--- config.mk ---
export PLATFORM = sky130hd
export DESIGN_NAME = mc_ctrl
export DESIGN_NICKNAME = d
export VERILOG_FILES = /design/src/rtl/mc_pkg.sv /design/src/rtl/mc_ctrl_out.sv /design/src/rtl/mc_ctrl.sv
export SDC_FILE = /design/constraint.sdc
export NUM_CORES = 1
export LEC_CHECK = 0
export ABC_CLOCK_PERIOD_IN_PS = 2100
export CAP_MARGIN = 25
export CORE_MARGIN = 3
export CORE_UTILIZATION = 39
export CTS_BUF_LIST = sky130_fd_sc_hd__clkbuf_16
export CTS_CLUSTER_SIZE = 10
export DETAILED_ROUTE_END_ITERATION = 7
export HOLD_SLACK_MARGIN = 0.05
export PLACE_DENSITY = 0.78
export REMOVE_ABC_BUFFERS = 1
export SETUP_SLACK_MARGIN = 0.3
export SLEW_MARGIN = 20
export SYNTH_ARGS = -nofsm -noshare
export SYNTH_HDL_FRONTEND = slang
export SYNTH_SLANG_ARGS = --single-unit
--- constraint.sdc ---
create_clock -name clk -period 2.1 [get_ports clk]
set_input_delay 0.21 -clock clk [delete_from_list [all_inputs] [get_ports clk]]
set_output_delay 0.21 -clock clk [all_outputs]
set_load 0.02 [all_outputs]
--- src/rtl/mc_pkg.sv ---
// Shared encodings for the multi-cycle control unit and its datapath.
// CTRL_JAL_EN adds jal/jr decode; without it both decode as illegal.
package mc_pkg;

  localparam logic [5:0] OP_RTYPE = 6'b000000;
  localparam logic [5:0] OP_LW    = 6'b100011;
  localparam logic [5:0] OP_SW    = 6'b101011;
  localparam logic [5:0] OP_ORI   = 6'b001101;
  localparam logic [5:0] OP_LUI   = 6'b001111;
  localparam logic [5:0] OP_BEQ   = 6'b000100;
  localparam logic [5:0] OP_J     = 6'b000010;
  localparam logic [5:0] FN_ADDU  = 6'b100001;
  localparam logic [5:0] FN_SUBU  = 6'b100011;
`ifdef CTRL_JAL_EN
  localparam logic [5:0] OP_JAL   = 6'b000011;
  localparam logic [5:0] FN_JR    = 6'b001000;
`endif

  localparam logic [2:0] ALU_ADD = 3'd0;
  localparam logic [2:0] ALU_SUB = 3'd1;
  localparam logic [2:0] ALU_OR  = 3'd2;
  localparam logic [2:0] ALU_LUI = 3'd3;

  localparam logic [1:0] SRCB_RT    = 2'd0;
  localparam logic [1:0] SRCB_4     = 2'd1;
  localparam logic [1:0] SRCB_IMM   = 2'd2;
  localparam logic [1:0] SRCB_IMMSH = 2'd3;

  localparam logic [1:0] DST_RT = 2'd0;
  localparam logic [1:0] DST_RD = 2'd1;
  localparam logic [1:0] DST_RA = 2'd2;

  localparam logic [1:0] WB_ALU = 2'd0;
  localparam logic [1:0] WB_MDR = 2'd1;
  localparam logic [1:0] WB_PC  = 2'd2;

  localparam logic [1:0] NPC_SEQ = 2'd0;
  localparam logic [1:0] NPC_BR  = 2'd1;
  localparam logic [1:0] NPC_J   = 2'd2;
  localparam logic [1:0] NPC_RS  = 2'd3;

  typedef enum logic [3:0] {
    S_FETCH, S_DECODE, S_MEM_ADDR, S_MEM_RD,
    S_MEM_WB, S_MEM_WR, S_EXEC_R, S_EXEC_I,
    S_ALU_WB, S_BRANCH, S_JUMP
  } state_t;

  typedef enum logic [3:0] {
    I_LW, I_SW, I_ADDU, I_SUBU, I_ORI, I_LUI,
    I_BEQ, I_J, I_JAL, I_JR, I_BAD
  } instr_t;

  typedef struct packed {
    logic       pc_wr;
    logic       pc_wr_cond;
    logic       ir_wr;
    logic       rf_wr;
    logic       dm_wr;
    logic       ext_op;
    logic       alu_src_a;
    logic [1:0] alu_src_b;
    logic [2:0] alu_op;
    logic [1:0] reg_dst;
    logic [1:0] mem_to_reg;
    logic [1:0] npc_op;
  } ctrl_t;

  function automatic instr_t classify(
    input logic [5:0] opcode,
    input logic [5:0] funct
  );
    instr_t r;
    r = I_BAD;
    unique case (opcode)
      OP_LW:  r = I_LW;
      OP_SW:  r = I_SW;
      OP_ORI: r = I_ORI;
      OP_LUI: r = I_LUI;
      OP_BEQ: r = I_BEQ;
      OP_J:   r = I_J;
`ifdef CTRL_JAL_EN
      OP_JAL: r = I_JAL;
`endif
      OP_RTYPE: begin
        if (funct == FN_ADDU)      r = I_ADDU;
        else if (funct == FN_SUBU) r = I_SUBU;
`ifdef CTRL_JAL_EN
        else if (funct == FN_JR)   r = I_JR;
`endif
        else                       r = I_BAD;
      end
      default: r = I_BAD;
    endcase
    return r;
  endfunction

endpackage

--- src/rtl/mc_ctrl_out.sv ---
// Moore control-vector decoder: state plus decoded instruction class.
// Reset forces every write enable and select to zero.
module mc_ctrl_out
  import mc_pkg::*;
(
  input  logic   rst,
  input  state_t state,
  input  instr_t instr,
  output ctrl_t  ctrl
);

  always_comb begin
    ctrl = '0;
    if (!rst) begin
      unique case (state)
        S_FETCH: begin
          ctrl.ir_wr     = 1'b1;
          ctrl.pc_wr     = 1'b1;
          ctrl.alu_src_b = SRCB_4;
          ctrl.alu_op    = ALU_ADD;
          ctrl.npc_op    = NPC_SEQ;
        end
        S_DECODE: begin
          ctrl.alu_src_b = SRCB_IMMSH;
          ctrl.ext_op    = 1'b1;
        end
        S_MEM_ADDR: begin
          ctrl.alu_src_a = 1'b1;
          ctrl.alu_src_b = SRCB_IMM;
          ctrl.ext_op    = 1'b1;
        end
        S_MEM_RD: ;
        S_MEM_WB: begin
          ctrl.rf_wr      = 1'b1;
          ctrl.mem_to_reg = WB_MDR;
        end
        S_MEM_WR: ctrl.dm_wr = 1'b1;
        S_EXEC_R: begin
          ctrl.alu_src_a = 1'b1;
          ctrl.alu_src_b = SRCB_RT;
          ctrl.alu_op = (instr == I_SUBU) ? ALU_SUB : ALU_ADD;
        end
        // ori/lui operate on rs, zero-extended imm
        S_EXEC_I: begin
          ctrl.alu_src_a = 1'b1;
          ctrl.alu_src_b = SRCB_IMM;
          ctrl.alu_op = (instr == I_LUI) ? ALU_LUI : ALU_OR;
        end
        S_ALU_WB: begin
          ctrl.rf_wr      = 1'b1;
          ctrl.mem_to_reg = WB_ALU;
          ctrl.reg_dst = (instr == I_ADDU || instr == I_SUBU)
                         ? DST_RD : DST_RT;
        end
        S_BRANCH: begin
          ctrl.alu_op     = ALU_SUB;
          ctrl.alu_src_a  = 1'b1;
          ctrl.pc_wr_cond = 1'b1;
          ctrl.npc_op     = NPC_BR;
        end
        S_JUMP: begin
          ctrl.pc_wr  = 1'b1;
          ctrl.npc_op = (instr == I_JR) ? NPC_RS : NPC_J;
          if (instr == I_JAL) begin
            ctrl.rf_wr      = 1'b1;
            ctrl.reg_dst    = DST_RA;
            ctrl.mem_to_reg = WB_PC;
          end
        end
        default: ;
      endcase
    end
  end

endmodule

--- src/rtl/mc_ctrl.sv ---
// Multi-cycle MIPS-subset control FSM: state register and next-state.
// Optional jal/jr sequencing is enabled with CTRL_JAL_EN.
module mc_ctrl
  import mc_pkg::*;
(
  input  logic       clk,
  input  logic       rst,
  input  logic [5:0] opcode,
  input  logic [5:0] funct,
  input  logic       zero,
  output logic       PCWr,
  output logic       PCWrCond,
  output logic       IRWr,
  output logic       RFWr,
  output logic       DMWr,
  output logic       ExtOp,
  output logic       ALUSrcA,
  output logic [1:0] ALUSrcB,
  output logic [2:0] ALUOp,
  output logic [1:0] RegDst,
  output logic [1:0] MemtoReg,
  output logic [1:0] NPCOp,
  output logic       illegal
);

  state_t state, state_nx;
  instr_t instr;
  ctrl_t  ctrl;
  logic   illegal_q;

  // zero is consumed by the datapath's PCWrCond gate, not here
  logic unused_zero;
  assign unused_zero = zero;

  assign instr = classify(opcode, funct);

  always_ff @(posedge clk) begin
    if (rst) begin
      state     <= S_FETCH;
      illegal_q <= 1'b0;
    end else begin
      state <= state_nx;
      if (state == S_DECODE && instr == I_BAD)
        illegal_q <= 1'b1;
    end
  end

  always_comb begin
    state_nx = S_FETCH;
    unique case (state)
      S_FETCH: state_nx = S_DECODE;
      S_DECODE: begin
        unique case (instr)
          I_LW, I_SW:     state_nx = S_MEM_ADDR;
          I_ADDU, I_SUBU: state_nx = S_EXEC_R;
          I_ORI, I_LUI:   state_nx = S_EXEC_I;
          I_BEQ:          state_nx = S_BRANCH;
          I_J, I_JAL,
          I_JR:           state_nx = S_JUMP;
          default:        state_nx = S_FETCH;
        endcase
      end
      S_MEM_ADDR:
        state_nx = (instr == I_LW) ? S_MEM_RD : S_MEM_WR;
      S_MEM_RD: state_nx = S_MEM_WB;
      S_EXEC_R: state_nx = S_ALU_WB;
      S_EXEC_I: state_nx = S_ALU_WB;
      default:  state_nx = S_FETCH;
    endcase
  end

  mc_ctrl_out u_out (
    .rst   (rst),
    .state (state),
    .instr (instr),
    .ctrl  (ctrl)
  );

  assign PCWr     = ctrl.pc_wr;
  assign PCWrCond = ctrl.pc_wr_cond;
  assign IRWr     = ctrl.ir_wr;
  assign RFWr     = ctrl.rf_wr;
  assign DMWr     = ctrl.dm_wr;
  assign ExtOp    = ctrl.ext_op;
  assign ALUSrcA  = ctrl.alu_src_a;
  assign ALUSrcB  = ctrl.alu_src_b;
  assign ALUOp    = ctrl.alu_op;
  assign RegDst   = ctrl.reg_dst;
  assign MemtoReg = ctrl.mem_to_reg;
  assign NPCOp    = ctrl.npc_op;
  assign illegal  = illegal_q;

endmodule

== Word level (Yosys, flattened, before mapping) ==
Memory sizes are Yosys's and may differ from the RTL's.
Index checks and enable logic that the tools add are counted.

* Register bits: 5
* Memory bits (read-only): 64
* Bits of input ports: 15
* Output and inout port bits: 19
* Memories: 1

{| class="wikitable"
|+ Memories
! memory !! depth !! width !! rd ports !! clocked after memory_dff !! wr ports !! line !! RTL
|-
| (name not given) || 16 || 4 || 1 || 0 || 0 || mc_ctrl.sv:53 || <nowiki>unique case (instr)</nowiki>
|}

* Eq/ne operators: 24
* Multiplexer cells: 24
* Reductions and logical operators: 11

{| class="wikitable"
|+ Operators by type and width
! cell !! number
|-
| $pmux W4 S7 || 1
|-
| $eq A4 B4 Y1 const B || 6
|-
| $eq A6 B6 Y1 const B || 4
|-
| $eq A4 B3 Y1 const B || 5
|-
| $pmux W4 S5 || 1
|-
| $mux W18 || 1
|-
| $eq A4 B2 Y1 const B || 4
|-
| $eq A6 B4 Y1 const B || 2
|-
| $mux W4 || 3
|-
| $pmux W2 S2 || 3
|-
| $mux W1 || 11
|-
| $reduce_or A2 Y1 || 5
|-
| $pmux W3 S3 || 1
|-
| $logic_not A4 Y1 || 2
|-
| $eq A6 B2 Y1 const B || 1
|-
| $eq A6 B3 Y1 const B || 1
|-
| $logic_not A6 Y1 || 1
|-
| $pmux W2 S3 || 1
|-
| $eq A4 B1 Y1 const B || 1
|-
| $reduce_or A4 Y1 || 1
|-
| $mux W3 || 1
|-
| $pmux W1 S2 || 1
|-
| $logic_and A1 B1 Y1 || 1
|-
| $logic_or A1 B1 Y1 || 1
|}

== Longest topological paths before layout ==
Gate-level depths: netlist of the first run.

* Depth in word-level cells: 9
* Mapped depth: 9
* Depth with buffers taken out: 8

== Hierarchy ==
From an unflattened synthesis of the first run, not the netlist that was laid out.

* Cells, all modules: 99
* Area, all modules: 716.9 µm²

{| class="wikitable"
|+ By module, submodules not included
! module !! instances !! cells each !! area an instance (µm²) !! sequential area each (µm²)
|-
| mc_ctrl || 1 || 55 || 439.2 || 100.1
|-
| mc_ctrl_out || 1 || 44 || 277.8 || 0.0
|}

== Least setup slack after synthesis of the first run ==
OpenSTA, ideal clock, no wires.

* Path type: reg2out
* From: register state[3]
* To: output port RegDst[0]
* Arrival: 1.799 ns
* Required time: 1.890 ns
* Path slack: 0.091 ns
* Stages on the path, launching flop included: 6
* Path buffers: 1
* Path through: dfxtp_1 clkbuf_1 nand2b_1 or2_2 or3_1 nor3_1

* Longest elaborated chain between the ends: 3

{| class="wikitable"
|+ RTL lines
! element !! line !! RTL
|-
| from (decl) || mc_ctrl.sv:26 || <nowiki>state_t state, state_nx;</nowiki>
|-
| from (signal assigned) || mc_ctrl.sv:42 || <nowiki>state <= state_nx;</nowiki>
|-
| $eq A4 B4 Y1 || mc_ctrl_out.sv:15 || <nowiki>unique case (state)</nowiki>
|-
| $pmux W2 S2 (*) || mc_ctrl_out.sv:15 ||
|-
| $mux W18 (*) || mc_ctrl_out.sv:14 || <nowiki>if (!rst) begin</nowiki>
|-
| to (decl) || mc_ctrl.sv:20 || <nowiki>output logic [1:0] RegDst,</nowiki>
|}

Every way passes the cells marked *; elsewhere a longest branch is shown, timed or not.

== Final worst setup path of the first run ==
* From: register state[2]
* To: output port RegDst[0]

Same word-level chain as after synthesis.

==> flow_summary.json, run 1 <==
{
  "endpoint_type_of_the_worst_setup_path": "output pin",
  "remaining_routing_drc_violations": 0,
  "initial_cell_density_of_the_core_pct": 43.7,
  "floorplan.die.height_um": 48.0,
  "async_set_or_reset_register_ratio_after_synthesis_pct": 0,
  "critical_path.startpoint_type": "flop",
  "final_cells": 167,
  "syn-mean-instance-area_um2": 7.18,
  "crit_arrival_ns": 1.72,
  "synth.distinct_cells": 35,
  "slew_viol_final": 0,
  "grt_start_max_net_pins": 13,
  "post_drt_wl_per_cell_um": 22.3,
  "wire_length_of_the_first_global_routing_pass_mm": 4.46,
  "crit_type": "flop to output pin",
  "std_cell_rows": 14,
  "ctsHoldBuffers": 0,
  "detailroute.via_count": 1078,
  "synth.mux.area_fraction_pct": 0,
  "place.port_buffers": 29,
  "cts_root_buffer": "sky130_fd_sc_hd__clkbuf_16",
  "postLayoutCoreUtil_pct": 89.5,
  "yosys.area_share.xor_xnor_pct": 2.54,
  "detailedRoute.firstPassIterationCount": 4,
  "p_leak_nw": 0.642,
  "first_global_vias": 948,
  "power_per_cell_area_nw_per_um2": 465,
  "clk_pin_slew_ns": 0.04,
  "final-hold-violation-count": 0,
  "ios": 34,
  "detail_route.vias_per_cell": 6.46,
  "rsz0062_at_grt": "true",
  "postSynthCellCount": 96,
  "number_of_buffers_inserted_during_clock_tree_synthesis": 3,
  "drive_gt1_share_pct": 55.0,
  "timing.hold.ws_ns": 0.558,
  "fin_area_um2": 1410,
  "area.growth.synth_to_final_pct": 105,
  "status": "completed",
  "crit_required_ns": 1.89,
  "timing.fmax_ghz": 0.518,
  "synth.yosys.seq_area_share_pct": 14.5,
  "synth_compound_gate_area_share_pct": 22.0,
  "finalSetupViolCount": 0,
  "synth_fa_ha_area_share_pct": 3.63,
  "period_minus_slack_ns": 1.93,
  "netlist.area_leader.share_pct": 14.5,
  "totalPowerFinal_mw": 0.656,
  "core_region_area_um2": 1580,
  "number_of_enable_flip_flop_cells_after_synthesis": 0,
  "cts_tree": "yes",
  "ys_seq_elements": 5,
  "dieWidth_um": 48.0,
  "antennaDiodeCount": 0,
  "layout_worst_path_cycle_share_pct": 92.0,
  "synth_area_leaders": "sky130_fd_sc_hd__dfxtp_1 (15%), sky130_fd_sc_hd__nand2b_1 (8.2%), sky130_fd_sc_hd__nor2_1 (6.0%), sky130_fd_sc_hd__nor2b_1 (4.5%), sky130_fd_sc_hd__or3_1 (4.5%)",
  "clk_path_buf_depth": 2,
  "final.setup_skew_ns": 0.00130,
  "yosys_warn_count": 0,
  "nNetsFinal": 169,
  "placed_cells_incl_taps": 162,
  "synthSimpleGateAreaFrac_pct": 48.8,
  "critical_path_peak_fanout": 4,
  "max-vdd-ir-drop_mv": 0.374,
  "yosysTopAreaCell": "sky130_fd_sc_hd__dfxtp_1",
  "htreeDepth": 1,
  "hold_start": "rst",
  "tritoncts_num_sinks": 5,
  "globalRouteOverflowTotal": 0,
  "rr_startpoint": "state[1]$_SDFF_PP0_",
  "drc_marker_count_from_the_first_detailed_route_iteration": 56,
  "netlist_area_um2": 689,
  "dominant_combinational_cell_family_by_area_after_synthesis": "simple AND/OR/NAND/NOR gates",
  "crit_start": "state[2]$_SDFF_PP0_",
  "gr-usage-all-layers_pct": 27.5,
  "grt_antenna_before_repair": 0,
  "detail-route-antenna-nets": 0,
  "clock_insertion_delay_worst_skew_ns": 0.23,
  "hp-class": "input pin to flop",
  "design.die.area_um2": 2310,
  "routed_wirelength_mm": 3.72,
  "total_placed_instance_area_um2": 1170,
  "yosys_most_used_dff": "sky130_fd_sc_hd__dfxtp_1",
  "max-cap-violations": 0,
  "place_hpwl_mm": 1.96,
  "gp_routability_congestion": 0.892
}
==> layout make-up <==
type,instances,area (um2)
well taps,16,20.0
fillers,76,165
clock buffers,3,75.1
multi-input cells,82,708
flip-flops and latches,5,104
inverters,2,7.51
repair buffers,58,493
clock inverters,1,3.75
==> kinds of logic after synthesis <==
family / Yosys count
xor gates and xnor gates: 2
and+or+nand+nor: 57
DFF: 5
buffers and inverters: 11
AOI/OAI and AO/OA: 18
other: 1
adders and majority gates: 2
==> placed cells by master (no fill, tap or decap), types with 4 or more instances in the layout <==
cell type                       count
sky130_fd_sc_hd__dlygate4sd2_1      8
sky130_fd_sc_hd__nand2b_1           5
sky130_fd_sc_hd__buf_6              4
sky130_fd_sc_hd__nor2_1             8
sky130_fd_sc_hd__buf_4             32
sky130_fd_sc_hd__a21oi_1            4
sky130_fd_sc_hd__nand2_1            4
sky130_fd_sc_hd__nand2b_4           4
==> worst paths after layout <==
check | slack [ns] | endpoint | depth (start not counted)
max | 0.17 | RegDst[0] | 5
min | 0.56 | state[1]$_SDFF_PP0_ | 4
max reg2reg | 0.33 | state[1]$_SDFF_PP0_ | 6
min reg2reg | 0.61 | illegal$_SDFFE_PP0P_ | 1
==> layer usage <==
metal	wire length (um)	track usage (%)	share of wire, %	vias up
met5	0	0	0	-
met4	231	17.7	6.2	0
met3	304	6.39	8.2	30
met2	1820	44.9	49	92
met1	1360	31.7	37	497
li1	-	-	-	459
==> repair_timing <==
| action | CTS | global route |
|---|---|---|
| gates resized for setup | 79 | 54 |
| cloned | 0 | 0 |
| pin swaps | 10 | 16 |
| setup buffers | 1 | 0 |
| endpoints found under the setup margin | 20 | 17 |
==> metrics by stage <==
| stage | worst slack, ns | setup TNS (ns) |
|---|---|---|
| 2_1_floorplan | 0.130 | 0 |
| 4_1_cts | 0.128 | 0 |
| 5_1_grt | 0.0317 | 0 |
| 3_3_place_gp | -0.647 | -2.17 |
| 3_5_place_dp | -0.683 | -2.54 |
| 6_report | 0.168 | 0 |
==> critical path, stage by stage, from the launching register on <==
cell,delay [ns]
sky130_fd_sc_hd__dfxtp_2,0.34
sky130_fd_sc_hd__nand2b_4,0.15
sky130_fd_sc_hd__or2_4,0.25
sky130_fd_sc_hd__or3_4,0.35
sky130_fd_sc_hd__nor3_2,0.22
sky130_fd_sc_hd__buf_4,0.17
==> sequential cells by signal, summed over array words and instances (netlist names) <==
name and flops:
state 4, illegal 1
==> synthesized netlist by cell type, drive strengths merged, types with 2 or more instances <==
| library cell | number |
|---|---|
| a21oi | 5 |
| ha | 2 |
| or2 | 4 |
| nand2b | 9 |
| or3 | 5 |
| xor2 | 2 |
| inv | 2 |
| o21a | 2 |
| nor2b | 5 |
| nand3b | 3 |
| nand2 | 5 |
| a41oi | 2 |
| nor3 | 3 |
| nor2 | 11 |
| nor4 | 4 |
| clkbuf | 4 |
| dfxtp | 5 |
| a2111oi | 3 |
| nand3 | 2 |
| nand4 | 2 |
| buf | 5 |
| a211oi | 2 |
==> where the power goes <==
part           total (mW)  internal [mW]  switching [mW]
combinational       0.221          0.103           0.118
clock               0.327          0.248          0.0785
sequential          0.109          0.102         0.00698
No activity file was read; power rests on OpenSTA's default activity.
==> run 2: changes to the inputs <==
CTS_CLUSTER_DIAMETER = 50   (was default)
==> results of run 2 <==
The final DEF is identical to that of run 1; final timing and power are the same.
